===== src/rtl/fifo512_ctrl.sv =====
// Byte FIFO controller for a 512x8 dual-port synchronous RAM.
// Tracks the pointers, fill level and sticky errors, and sequences the RAM ports.
module fifo512_ctrl #(
    parameter int AFULL_LVL  = 448,
    parameter int AEMPTY_LVL = 64
) (
    input  logic       clk,
    input  logic       rst_n,
    input  logic       flush,
    input  logic       wr_stb,
    input  logic [7:0] wr_data,
    input  logic       rd_stb,
    output logic [7:0] rd_data,
    output logic       rd_valid,
    output logic       full,
    output logic       empty,
    output logic       afull,
    output logic       aempty,
    output logic [9:0] level,
    output logic       err_ovf,
    output logic       err_udf,
    output logic       mem_we,
    output logic [8:0] mem_wraddr,
    output logic [7:0] mem_datain,
    output logic       mem_re,
    output logic [8:0] mem_rdaddr,
    input  logic [7:0] mem_dataout
);

    localparam logic [9:0] AFULL_L  = 10'(AFULL_LVL);
    localparam logic [9:0] AEMPTY_L = 10'(AEMPTY_LVL);
    localparam logic [9:0] DEPTH    = 10'd512;

    logic [8:0] wr_ptr;
    logic [8:0] rd_ptr;
    logic       wa;
    logic       ra;

    assign full   = (level == DEPTH);
    assign empty  = (level == 10'd0);
    assign afull  = (level >= AFULL_L);
    assign aempty = (level <= AEMPTY_L);

    // Accept decisions use the pre-edge level; the rst_n term keeps the
    // RAM ports quiet while reset is held.
    assign wa = wr_stb & ~full & ~flush & rst_n;
    assign ra = rd_stb & ~empty & ~flush & rst_n;

    assign mem_we     = wa;
    assign mem_wraddr = wr_ptr;
    assign mem_datain = wr_data;
    assign mem_re     = ra;
    assign mem_rdaddr = rd_ptr;
    assign rd_data    = mem_dataout;

    always_ff @(posedge clk or negedge rst_n) begin
        if (!rst_n) begin
            wr_ptr   <= '0;
            rd_ptr   <= '0;
            level    <= '0;
            rd_valid <= 1'b0;
            err_ovf  <= 1'b0;
            err_udf  <= 1'b0;
        end else if (flush) begin
            wr_ptr   <= '0;
            rd_ptr   <= '0;
            level    <= '0;
            rd_valid <= 1'b0;
            err_ovf  <= 1'b0;
            err_udf  <= 1'b0;
        end else begin
            // 9-bit pointers wrap from 511 to 0 on their own.
            if (wa) wr_ptr <= wr_ptr + 9'd1;
            if (ra) rd_ptr <= rd_ptr + 9'd1;
            rd_valid <= ra;
            if (wa && !ra)
                level <= level + 10'd1;
            else if (ra && !wa)
                level <= level - 10'd1;
            if (wr_stb && full)  err_ovf <= 1'b1;
            if (rd_stb && empty) err_udf <= 1'b1;
        end
    end

endmodule


===== config.mk =====
export PLATFORM = sky130hd
export DESIGN_NAME = fifo512_ctrl
export DESIGN_NICKNAME = d
export VERILOG_FILES = /design/src/rtl/fifo512_ctrl.sv
export SDC_FILE = /design/constraint.sdc
export NUM_CORES = 1
export LEC_CHECK = 0
export ABC_AREA = 1
export BUFFER_PORTS_ARGS = -buffer_cell sky130_fd_sc_hd__buf_2
export CAP_MARGIN = 10
export CORE_UTILIZATION = 54
export CTS_CLUSTER_DIAMETER = 150
export DETAILED_ROUTE_END_ITERATION = 10
export PLACE_DENSITY = 0.9
export SLEW_MARGIN = 20
export SYNTH_ARGS = -nofsm -noshare
export SYNTH_HDL_FRONTEND = slang
export SYNTH_SLANG_ARGS = --single-unit

===== constraint.sdc =====
create_clock -name clk -period 3.8 [get_ports clk]
set_input_delay 0 -clock clk [delete_from_list [all_inputs] [get_ports clk]]
set_output_delay 0 -clock clk [all_outputs]
set_load 0.02 [all_outputs]

[Word-level counts from Yosys, hierarchy flattened]
Index checks and enable logic that the tools add are counted.
Cells by class
  add/subtract/negate cells: 4
  $lt $le $gt $ge: 2
  equal/unequal tests: 1
  multiplexer cells: 12
  bitwise operators: 9
  reductions and logical operators: 12
Operators with widths (number)
  9-bit two-way mux: 4
  10-bit two-way mux: 3
  9-bit by 1-bit adder with 9-bit output, second input constant: 2
  10-bit by 1-bit adder with 10-bit output, second input constant: 1
  10-bit == test, second input constant: 1
  10-bit by 9-bit greater-or-equal comparator with 1-bit output, second input constant: 1
  10-bit by 7-bit <= comparator with 1-bit output, second input constant: 1
  10-bit logical NOT: 1
  10-bit by 1-bit subtractor with 10-bit output, second input constant: 1
  2-bit nonzero test: 4
  1-bit bitwise AND: 6
  1-bit two-way mux: 5
  1-bit logical AND: 4
  1-bit inverter: 3
  3-bit nonzero test: 1
  1-bit logical NOT: 2
Word-level totals
  register bits: 31
  output and inout bits: 53

[Logic depth before layout (Yosys ltp)]
Gate-level depths: netlist of the first run.
  depth in word-level cells: 10
  gate-level depth with buffers: 17

[Least setup slack after synthesis of the first run]
No wires, ideal clock.
  kind: reg2reg
  start: register level[0]
  end: register level[9]
  library setup time: 117 ps
  arrival time: 2298 ps
  data required time: 3683 ps
  setup slack: 1384 ps
  cell stages (with the launch flop): 15
  path buffers: 0
  clock period less this slack: 2416 ps
  path through: dfrtp_1 nor2_2 nand2_2 nor2_8 a21oi_4 nand2_4 ha_1 nand2_1 nor2_1 nand2_1 nor2_1 nor2_1 nand3b_1 nand3_1 nand2_1
Between the ends
  elaborated cells between the ends (all ways): 20
  those cells by class: add/sub: 2; eq/ne: 1; mux: 3; bitwise: 8; reduce/logical: 6
RTL lines
  start, declared: RTL line 19  | output logic [9:0] level,
  start signal, assigned: RTL line 77  | level <= level + 10'd1;
  start signal, assigned: RTL line 79  | level <= level - 10'd1;
  10-bit == test (*): RTL line 39  | assign full = (level == DEPTH);
  1-bit inverter (*): RTL line 46  | assign wa = wr_stb & ~full & ~flush & rst_n;
  1-bit bitwise AND (*) (3 in series): RTL line 46
  via mem_we: RTL line 22  | output logic mem_we,
  1-bit logical AND / 1-bit logical NOT (equally long branches): RTL line 76, 78
  10-bit two-way mux / 1-bit logical AND (equally long branches): RTL line 76, 78
  10-bit two-way mux / 3-bit nonzero test (equally long branches)
The timed path passes the listed nets; every way through them passes the cells marked *. The select of a mux whose other input is x is not followed.
A chain may end at the register's enable or synchronous reset.

[Worst setup path in the final report of the first run]
  start: register level[8]
  end: register level[9]
Between the ends
  word-level cells in the longest chain between the ends: 9
  elaborated cells between the ends (all ways): 20
  those cells by class: add/sub: 2; eq/ne: 1; mux: 3; bitwise: 8; reduce/logical: 6
Ends and longest elaborated chain
  parallel branches: the longest is 9 deep, another holds 10-bit by 1-bit subtractor with 10-bit output
Several ways; the timed one is not identified. The select of a mux whose other input is x is not followed.

==> results of run 1 <==
-- placed cells by master, fill, tap and decap left out, types with 2 or more instances in the layout --
cell type / count
nor2_1: 19
o21bai_1: 2
nand2_1: 57
buf_2: 41
a31oi_1: 2
dlygate4sd3_1: 2
o21ai_0: 13
xor2_1: 4
nand2_2: 3
inv_2: 2
nand3_1: 16
o21a_1: 2
ha_1: 10
a22o_1: 2
a21oi_1: 14
nor3_1: 4
o21ai_2: 7
dfrtp_1: 31
xnor2_1: 5
clkbuf_8: 7
nor2_2: 2
nand4_1: 4
inv_1: 23
a21oi_4: 2
nand2_4: 8
-- cell type report --
type	count	area, um^2
Inverter	27	109
Clock buffer	8	100
Fill cell	342	1330
Multi-Input combinational cell	187	1130
Timing Repair Buffer	44	233
Sequential cell	31	776
Tap cell	48	60.1
-- where the power goes --
group	switching [W]	leakage (nW)	internal, W	total (W)
Clock	0.000113	0.0515	0.000165	0.000278
Combinational	0.000551	0.783	0.000312	0.000862
Sequential	0.0000869	0.420	0.000387	0.000474
-- kinds of logic (layout without fill, tap and decap cells) --
logic type,Yosys count,in the layout,share of synthesized area
and+or+nand+nor,118,118,0.272
AOI/OAI and AO/OA,49,49,0.154
buffers and inverters,43,79,0.107
DFF,31,31,0.363
adders and majority gates,11,11,0.0678
xor gates and xnor gates,9,9,0.0368
-- sequential cells by signal, summed over array words and instances, names as in the netlist --
| signal | cells |
|---|---|
| level | 10 |
| mem_wraddr | 9 |
| mem_rdaddr | 9 |
| err_udf | 1 |
| rd_valid | 1 |
| err_ovf | 1 |
-- critical path: cells and delay by family (launching register included) --
kind | cells | cell delay (ns)
simple gates | 12 | 1.62
flops | 1 | 0.45
fa+ha+maj | 1 | 0.45
-- layer usage --
metal,part of all wire,wire (um),vias up,track usage
met2,0.51,2440,54,0.421
li1,-,-,925,-
met3,0.052,249,2,0.0546
met5,0,0,-,0
met1,0.44,2120,918,0.298
met4,0.0033,16,0,0.0833
-- per-stage QoR --
step	hold WS [ns]	std cells	util	setup slack (ns)	power (W)
2_1_floorplan	-0.296	261	-	1.38	0.00114
3_3_place_gp	-0.102	335	0.612	1.29	0.00131
3_5_place_dp	-0.104	335	0.612	1.21	0.00133
4_1_cts	0.000137	345	0.644	1.19	0.00162
5_1_grt	0.0000322	345	0.644	0.946	0.00173
6_report	0.00000735	345	0.644	1.15	0.00161
-- worst min path at each step --
stage / from / endpoint / slack [ns] / cells after the start
floorplan: rst_n / err_ovf / -0.30 / 0
global placement: rst_n / level[0] / -0.10 / 1
detailed placement: rst_n / level[5] / -0.10 / 1
CTS: wr_data[1] / mem_datain[1] / 0.0001 / 0
global route: wr_data[3] / mem_datain[3] / 0.00003 / 0
finish: wr_data[6] / mem_datain[6] / 0.000007 / 0
==> impl_metrics.yaml, run 1 <==
run_status:
  run_status: "completed"
routing:
  finalWirelength_um: 4820
  postRouteAntennaNets: 0
  iteration_0_drc_markers: 240
  detailroute.via_count: 1899
  remaining_drc_errors: 0
  dr.pass1.iters: 4
  vias_per_cell: 5.50
  avgRoutedWirePerCell_um: 14.0
synthesis:
  post-synth-top-area-fraction: 0.363
  synth_edf_count: 0
  post_synth_inst_count: 261
  netlist_top_cells_count: "nand2_1, dfrtp_1, inv_1"
  synth.avg_cell_area_um2: 8.20
  mappedNetlistNets: 293
  ys_ff_latch: 31
  yosys.cell_count.top_type: "nand2_1"
  synth_seq_area_share: 0.363
  post-synth-top-area-cell: "dfrtp_1"
  ys_dominant_reg_cell: "dfrtp_1"
  synth.lib_cells_used.distinct: 36
  netlist_area_um2: 2140
  synth-warning-count: 0
  synth_area_leaders: "dfrtp_1, nand2_1, ha_1"
  async_reset_ff_frac: 1.00
placed_design:
  placement.cell_area_um2: 2290
  place_congestion: 0.821
  dp_hpwl_um: 3670
  io_buffer_count: 41
clock_tree:
  number_of_cts_inserted_buffers: 5
  cts_tree: "done"
  cts_sinks: 31
  htree_num_levels: 2
  clk_root_buffer_cell: "clkbuf_8"
  clock_tree.buffer_depth: 2
  cts.reportedPaths.clkPinSlew_ns: 0.06
  worst_skew_pair.late_latency_ns: 0.28
  cts_resized: 0
  post_cts_hold_buffer_count: 2
  buffer_count_from_post_cts_setup_fixing: 0
setup_path:
  timing.critical_path.arrival_ns: 2.81
  r2r_setup_slack_ns: 1.15
  worstSetupEndpointType: "flop"
  critical_path_class: "flop to flop"
  worstPathCellList: "nor2_1, nand2_4, nand2_4, nand2_4, ha_1, nand2_1, nor2_1, nand2_1, nor2_1, nor2_1, nand3b_1, nand3_1, nand2_1"
  timing.rr.end: "level[9]"
  cp-endpoint: "level[9]"
  cp_data_required_time_ns: 3.96
  critical_path.most_common_cell: "nor2_1"
  crit_path_top_delay_cell: "dfrtp_1"
  crit_path_start: "level[8]"
  crit_path_max_incr_delay_ns: 0.45
  regToRegStartpoint: "level[8]"
  reg2reg_depth: 13
  worstPathMaxFanout: 13
  timing.critical_path.from_type: "flop"
global_route:
  grt_pass1_wl_um: 7940
  pin_count_of_the_biggest_net_entering_global_routing: 23
  first_global_vias: 1807
  grt_use_total: 0.244
  grt-ovfl-total: 0
  initial_antenna_violation_count: 0
final_layout:
  layout-drive-gt1-share: 0.266
  finalNetCount: 328
  finalInstanceArea_um2: 2410
  antenna-diode-count: 0
  area_growth_pct: 12.7
timing:
  setup_tns_ns: 0
  timing.final.setup_violations: 0
  finalCritPeriodShare: 0.696
  worst-slew-pin-transition_ns: 0.509
  final_hold_violation_count: 0
  period_needed_ns: 2.65
  rsz0062_at_grt: "no"
  timing.final.max_slew_violations: 0
  timing.clock.skew_ns: 0.00305
  timing.fmax_ghz: 0.378
  timing.max_slew.rel_slack: 0.660
flow_run:
  drv.max_cap_violation_count: 0
floorplanning:
  dieWidth_um: 64.9
  fp.dieArea_um2: 4220
  floorplan.initialDensity: 0.572
  fp-row-count: 22
  design.core.area_um2: 3740
  num_io_pins: 74
  die_height_um: 64.9
hold_path:
  hold_class: "primary input to output pin"
pwr:
  power-per-cell-area_nw_per_um2: 669
  leakage_nw: 1.26
  ir_drop_uv: 442
(Power assumes the default switching activity.)
==> run 2, diff against run 1 <==
--- a/config.mk
+++ b/config.mk
@@ -8,10 +8,10 @@
 export ABC_AREA = 1
 export BUFFER_PORTS_ARGS = -buffer_cell sky130_fd_sc_hd__buf_2
 export CAP_MARGIN = 10
-export CORE_UTILIZATION = 54
+export CORE_UTILIZATION = 50
 export CTS_CLUSTER_DIAMETER = 150
 export DETAILED_ROUTE_END_ITERATION = 10
-export PLACE_DENSITY = 0.9
+export PLACE_DENSITY = 0.85
 export SLEW_MARGIN = 20
 export SYNTH_ARGS = -nofsm -noshare
 export SYNTH_HDL_FRONTEND = slang
==> constraint.sdc (replaced) <==
create_clock -name clk -period 2.6 [get_ports clk]
set_input_delay 0 -clock clk [delete_from_list [all_inputs] [get_ports clk]]
set_output_delay 0 -clock clk [all_outputs]
set_load 0.02 [all_outputs]
==> run 2 against run 1 <==
- first-iteration DRC count down 47%
- count of clock-buffer cells in the layout shrank 2
- non-clock buffer count is 11 higher
- final cell count rose by 3.8%
- global-route usage decreased by 0.98 points
- critical path depth stayed put
- clock power grew 78%
- worst setup slack worse by 0.99 ns
- critical endpoint is now level[8]
==> impl_metrics.yaml, run 2 (synthesized netlist as in run 1, its figures left out) <==
setup_path:
  cp_data_required_time_ns: 2.78
  timing.rr.end: "level[8]"
  crit_path_top_delay_cell: "dfrtp_1"
  critical-path-top-delay-family: "simple AND/OR/NAND/NOR gates"
  timing.critical_path.from_type: "flop"
  cp.buffers_inverters: 1
  crit_path_max_incr_delay_ns: 0.45
  reg2reg_depth: 13
  regToRegStartpoint: "level[2]"
  r2r_setup_slack_ns: 0.16
  critical_path_class: "flop to flop"
  worstPathMaxFanout: 13
  worstSetupEndpointType: "flop"
  timing.critical_path.arrival_ns: 2.62
  worstPathCellList: "nor2_1, nand2_2, nor2_8, nand2_4, nand2_8, nand2_8, ha_4, a21oi_1, inv_1, a31oi_1, nand3_1, nand3_1, nand2_1"
placed_design:
  io_buffer_count: 41
  place_congestion: 0.883
  placement.cell_area_um2: 2350
  post-place-ws_ns: 0.0425
  dp_hpwl_um: 3670
global_route:
  first_global_vias: 1825
  initial_antenna_violation_count: 0
  grt-ovfl-total: 0
  pin_count_of_the_biggest_net_entering_global_routing: 27
  grt_pass1_wl_um: 7930
  grt_use_total: 0.235
routing:
  dr.pass1.iters: 5
  avgRoutedWirePerCell_um: 14.2
  postRouteAntennaNets: 0
  finalWirelength_um: 5070
  vias_per_cell: 5.45
  iteration_0_drc_markers: 128
  detailroute.via_count: 1952
  remaining_drc_errors: 0
pwr:
  ir_drop_uv: 698
  power-per-cell-area_nw_per_um2: 1010
  leakage_nw: 1.33
  post-layout-total-power_w: 0.00265
floorplanning:
  fp.dieArea_um2: 4540
  design.core.area_um2: 4060
  fp-row-count: 23
  floorplan.initialDensity: 0.527
  die_height_um: 67.4
  dieWidth_um: 67.4
  num_io_pins: 74
timing:
  period_needed_ns: 2.44
  timing.max_slew.rel_slack: 0.774
  finalWorstSetupSlack_ns: 0.160
  timing.final.max_slew_violations: 0
  timing.final.setup_violations: 0
  worst-slew-pin-transition_ns: 0.339
  timing.clock.skew_ns: 0.00588
  final_hold_violation_count: 0
  timing.fmax_ghz: 0.410
  finalCritPeriodShare: 0.938
final_layout:
  layout.filler_cells: 346
  area_growth_pct: 22.7
  finalInstanceArea_um2: 2630
  antenna-diode-count: 0
  layout-drive-gt1-share: 0.312
  layout.cells.most_common_list: "nand2_1, buf_2, dfrtp_1"
  multi_input_comb_area_um2: 1240
  layout.cells.most_common: "nand2_1"
  largest-register: "level"
  finalNetCount: 339
  largest_register_ffs: 10
  ff_latch_area_um2: 777
flow_run:
  drv.max_cap_violation_count: 0
clock_tree:
  cts.reportedPaths.clkPinSlew_ns: 0.07
  clk_root_buffer_cell: "clkbuf_8"
  worst_skew_pair.late_latency_ns: 0.29
  number_of_cts_inserted_buffers: 5
  cts_sinks: 31
  clock_tree.buffer_depth: 2
  htree_num_levels: 2
  cts_tree: "done"
hold_path:
  hold_class: "primary input to output pin"
  timing.hold.worst_path_depth: 0
  hold_path.startpoint: "mem_dataout[2]"
  worstHoldEndpoint: "rd_data[2]"
run_status:
  run_status: "completed"
## run 2: changes by cell type in the layout (fill, tap and decap cells not counted), sizes merged
| cell | change |
|---|---|
| clkbuf | -2 |
| dlygate4sd3 | +3 |
| buf | +8 |
| clkinv | +1 |
| bufinv | +1 |
## run 2: worst max-delay path by stage
| stage | endpoint | start | cells past startpoint | slack, ns |
|---|---|---|---|---|
| global route | level[9] | level[2] | 15 | -0.01 |
| floorplan | level[9] | level[0] | 14 | 0.18 |
| CTS | level[8] | level[7] | 13 | 0.03 |
| finish | level[8] | level[2] | 13 | 0.16 |
| detailed placement | level[8] | level[7] | 13 | 0.04 |
| global placement | level[9] | level[7] | 15 | 0.12 |
## run 2: repair_timing
item                                    in CTS  in global routing
hold buffers                                 5                  0
hold endpoints to repair                    33                  0
resized for setup                            0                 14
endpoints found under the setup margin       0                  6
setup buffers                                0                  1
## run 2: report_power, final
part	internal, W	leakage [nW]	switching (W)
Sequential	0.000567	0.419	0.000106
Clock	0.000310	0.0612	0.000186
Combinational	0.000592	0.849	0.000893
Total	0.00147	1.33	0.00118
## run 2: final cells by class
type                            count  area share
Multi-Input combinational cell    187       0.471
Sequential cell                    31       0.296
Timing Repair Buffer               55       0.123
Inverter                           27      0.0415
Clock buffer                        6      0.0315
Tap cell                           50      0.0238
Clock inverter                      2      0.0133
## run 2: metal layers
metal,part of all wire,vias to the layer above,global-route usage
met5,0,-,0
met2,0.50,69,0.400
met4,0.024,0,0.0957
li1,-,946,-
met1,0.41,923,0.271
met3,0.064,14,0.0726
## run 2: per-stage QoR
step	TNS, ns	std cells	utilization	hold WS (ns)
floorplan	0	261	-	-0.296
global placement	0	344	0.578	-0.143
detailed placement	0	344	0.578	-0.136
CTS	0	357	0.620	0.000137
global route	-0.0138	358	0.647	0.0000326
finish	0	358	0.647	0.00000884
## run 2: worst register-to-register path, delay by kind of cell (launching register included)
kind            cells  cell delay (ns)
compound gates      2             0.45
flops               1             0.45
buf+inv             1             0.07
simple gates        9             1.08
fa+ha+maj           1             0.28
==> run 3, diff against run 2 <==
--- a/config.mk
+++ b/config.mk
@@ -8,6 +8,7 @@
 export ABC_AREA = 1
 export BUFFER_PORTS_ARGS = -buffer_cell sky130_fd_sc_hd__buf_2
 export CAP_MARGIN = 10
+export CORE_ASPECT_RATIO = 1.25
 export CORE_UTILIZATION = 50
 export CTS_CLUSTER_DIAMETER = 150
 export DETAILED_ROUTE_END_ITERATION = 10
==> run 3 against run 2 <==
- global-route usage hardly changed
- first-iteration DRC count is 5.5% lower
- sequential share of layout area is 0.46 points higher
- utilization is 1.6 points lower
- largest cell class unchanged
==> impl_metrics.yaml, run 3 (synthesized netlist as in run 1, its figures left out) <==
run_status:
  run_status: "completed"
pwr:
  power-per-cell-area_nw_per_um2: 971
  p_sw_frac: 0.460
  power_frac_clock: 0.143
  power.net_switching_w: 0.00116
  combPwrFrac: 0.594
  ir_drop_uv: 780
  share_seq_of_total_power: 0.263
  p_int_w: 0.00135
  leakage_nw: 1.31
setup_path:
  critical_path_class: "flop to flop"
  timing.critical_path.arrival_ns: 2.60
  cp_data_required_time_ns: 2.77
  worstSetupEndpointType: "flop"
  cp-endpoint: "level[9]"
  worstPathMaxFanout: 13
  timing.rr.end: "level[9]"
  regToRegStartpoint: "level[1]"
  timing.critical_path.from_type: "flop"
  r2r_setup_slack_ns: 0.17
  reg2reg_depth: 15
  crit_path_start: "level[1]"
routing:
  remaining_drc_errors: 0
  iteration_0_drc_markers: 121
  postRouteAntennaNets: 0
  avgRoutedWirePerCell_um: 13.5
  dr.pass1.iters: 4
  vias_per_cell: 5.39
  detailroute.via_count: 1961
  finalWirelength_um: 4930
timing:
  period_needed_ns: 2.43
  timing.clock.skew_ns: 0.00517
  final_hold_violation_count: 0
  timing.fmax_ghz: 0.411
  final.hold.worst_slack_ns: 0.00000882
  timing.final.max_slew_violations: 0
  timing.max_slew.rel_slack: 0.734
  timing.final.setup_violations: 0
  worst-slew-pin-transition_ns: 0.399
  finalWorstSetupSlack_ns: 0.170
  finalCritPeriodShare: 0.935
final_layout:
  layout.filler_cells: 362
  layout.cells.most_common: "nand2_1"
  largest-register: "level"
  multi_input_comb_area_um2: 1230
  ff_latch_area_um2: 777
  layout-drive-gt1-share: 0.305
  largest_register_ffs: 10
  layout.cells.most_common_list: "nand2_1, buf_2, dfrtp_1"
  antenna-diode-count: 0
  area_growth_pct: 20.8
  finalNetCount: 339
flow_run:
  drv.max_cap_violation_count: 0
clock_tree:
  cts_sinks: 31
  cts_tree: "done"
  worst_skew_pair.late_latency_ns: 0.28
  htree_num_levels: 2
  number_of_cts_inserted_buffers: 5
  cts.reportedPaths.clkPinSlew_ns: 0.06
  clock_tree.buffer_depth: 2
  clk_root_buffer_cell: "clkbuf_8"
global_route:
  grt_pass1_wl_um: 8050
  grt_use_total: 0.234
  initial_antenna_violation_count: 0
  grt-ovfl-total: 0
  pin_count_of_the_biggest_net_entering_global_routing: 32
  first_global_vias: 1849
floorplanning:
  dieWidth_um: 60.5
  die_height_um: 75.1
  design.core.area_um2: 4100
  floorplan.initialDensity: 0.522
  fp.dieArea_um2: 4550
  num_io_pins: 74
  fp-row-count: 26
placed_design:
  io_buffer_count: 41
  place_congestion: 0.915
  dp_hpwl_um: 3530
  post-place-ws_ns: 0.0801
hold_path:
  hold_class: "primary input to output pin"
-- run 3: worst min-delay path by stage --
stage,startpoint,end,cells past startpoint
after detailed placement,wr_data[5],mem_datain[5],0
after CTS,wr_data[5],mem_datain[5],0
after global routing,wr_data[4],mem_datain[4],0
final,mem_dataout[4],rd_data[4],0
after global placement,wr_data[5],mem_datain[5],0
after floorplan,rst_n,err_ovf,0
-- run 3: routing by layer --
layer / wire length (um) / track usage / up-vias
met4: 99 / 0.0808 / 0
met5: 0 / 0 / -
li1: - / - / 945
met1: 1950 / 0.267 / 922
met2: 2600 / 0.421 / 81
met3: 285 / 0.0567 / 13
-- run 3: cell type report --
cell class,instances,area share
multi-input cells,187,0.475
flip-flops and latches,31,0.301
repair buffers,55,0.124
inverters,27,0.0421
clock buffers,7,0.0295
well taps,56,0.0271
clock inverters,1,0.00194
-- run 3: power groups by stage --
stage / combinational, W / clock [W] / sequential, W
3_3_place_gp: 0.00132 / 0 / 0.000654
5_1_grt: 0.00164 / 0.000396 / 0.000672
4_1_cts: 0.00135 / 0.000365 / 0.000652
3_5_place_dp: 0.00133 / 0 / 0.000659
6_report: 0.00149 / 0.000360 / 0.000659
2_1_floorplan: 0.000893 / 0 / 0.000774
-- run 3: per-stage QoR --
stage / instance area [um^2] / std cells / TNS [ns] / power (W) / utilization
CTS: 2470 / 361 / 0 / 0.00236 / 0.602
detailed placement: 2350 / 349 / 0 / 0.00199 / 0.573
floorplan: 2140 / 261 / 0 / 0.00167 / -
global route: 2580 / 364 / -0.0411 / 0.00270 / 0.631
finish: 2580 / 364 / 0 / 0.00251 / 0.631
global placement: 2350 / 349 / 0 / 0.00197 / 0.573
-- run 3: what timing repair did --
item,CTS,global route
hold buffers,4,0
setup buffers,0,3
endpoints found under the hold margin,33,0
endpoints found under the setup margin,0,5
gates resized for setup,0,13
-- run 3: critical path: stages (launching register included) --
cell and delay [ns]:
dfrtp_2 0.45, nor2_2 0.14, nand2_2 0.11, nor2_8 0.15, nand2_4 0.09, nand2_8 0.11, nand2_8 0.13, ha_4 0.33
nand2_1 0.08, nor2_1 0.17, nand2_1 0.08, nor2_1 0.11, nor2_1 0.07, nand3b_1 0.15, nand3_1 0.08, nand2_1 0.05
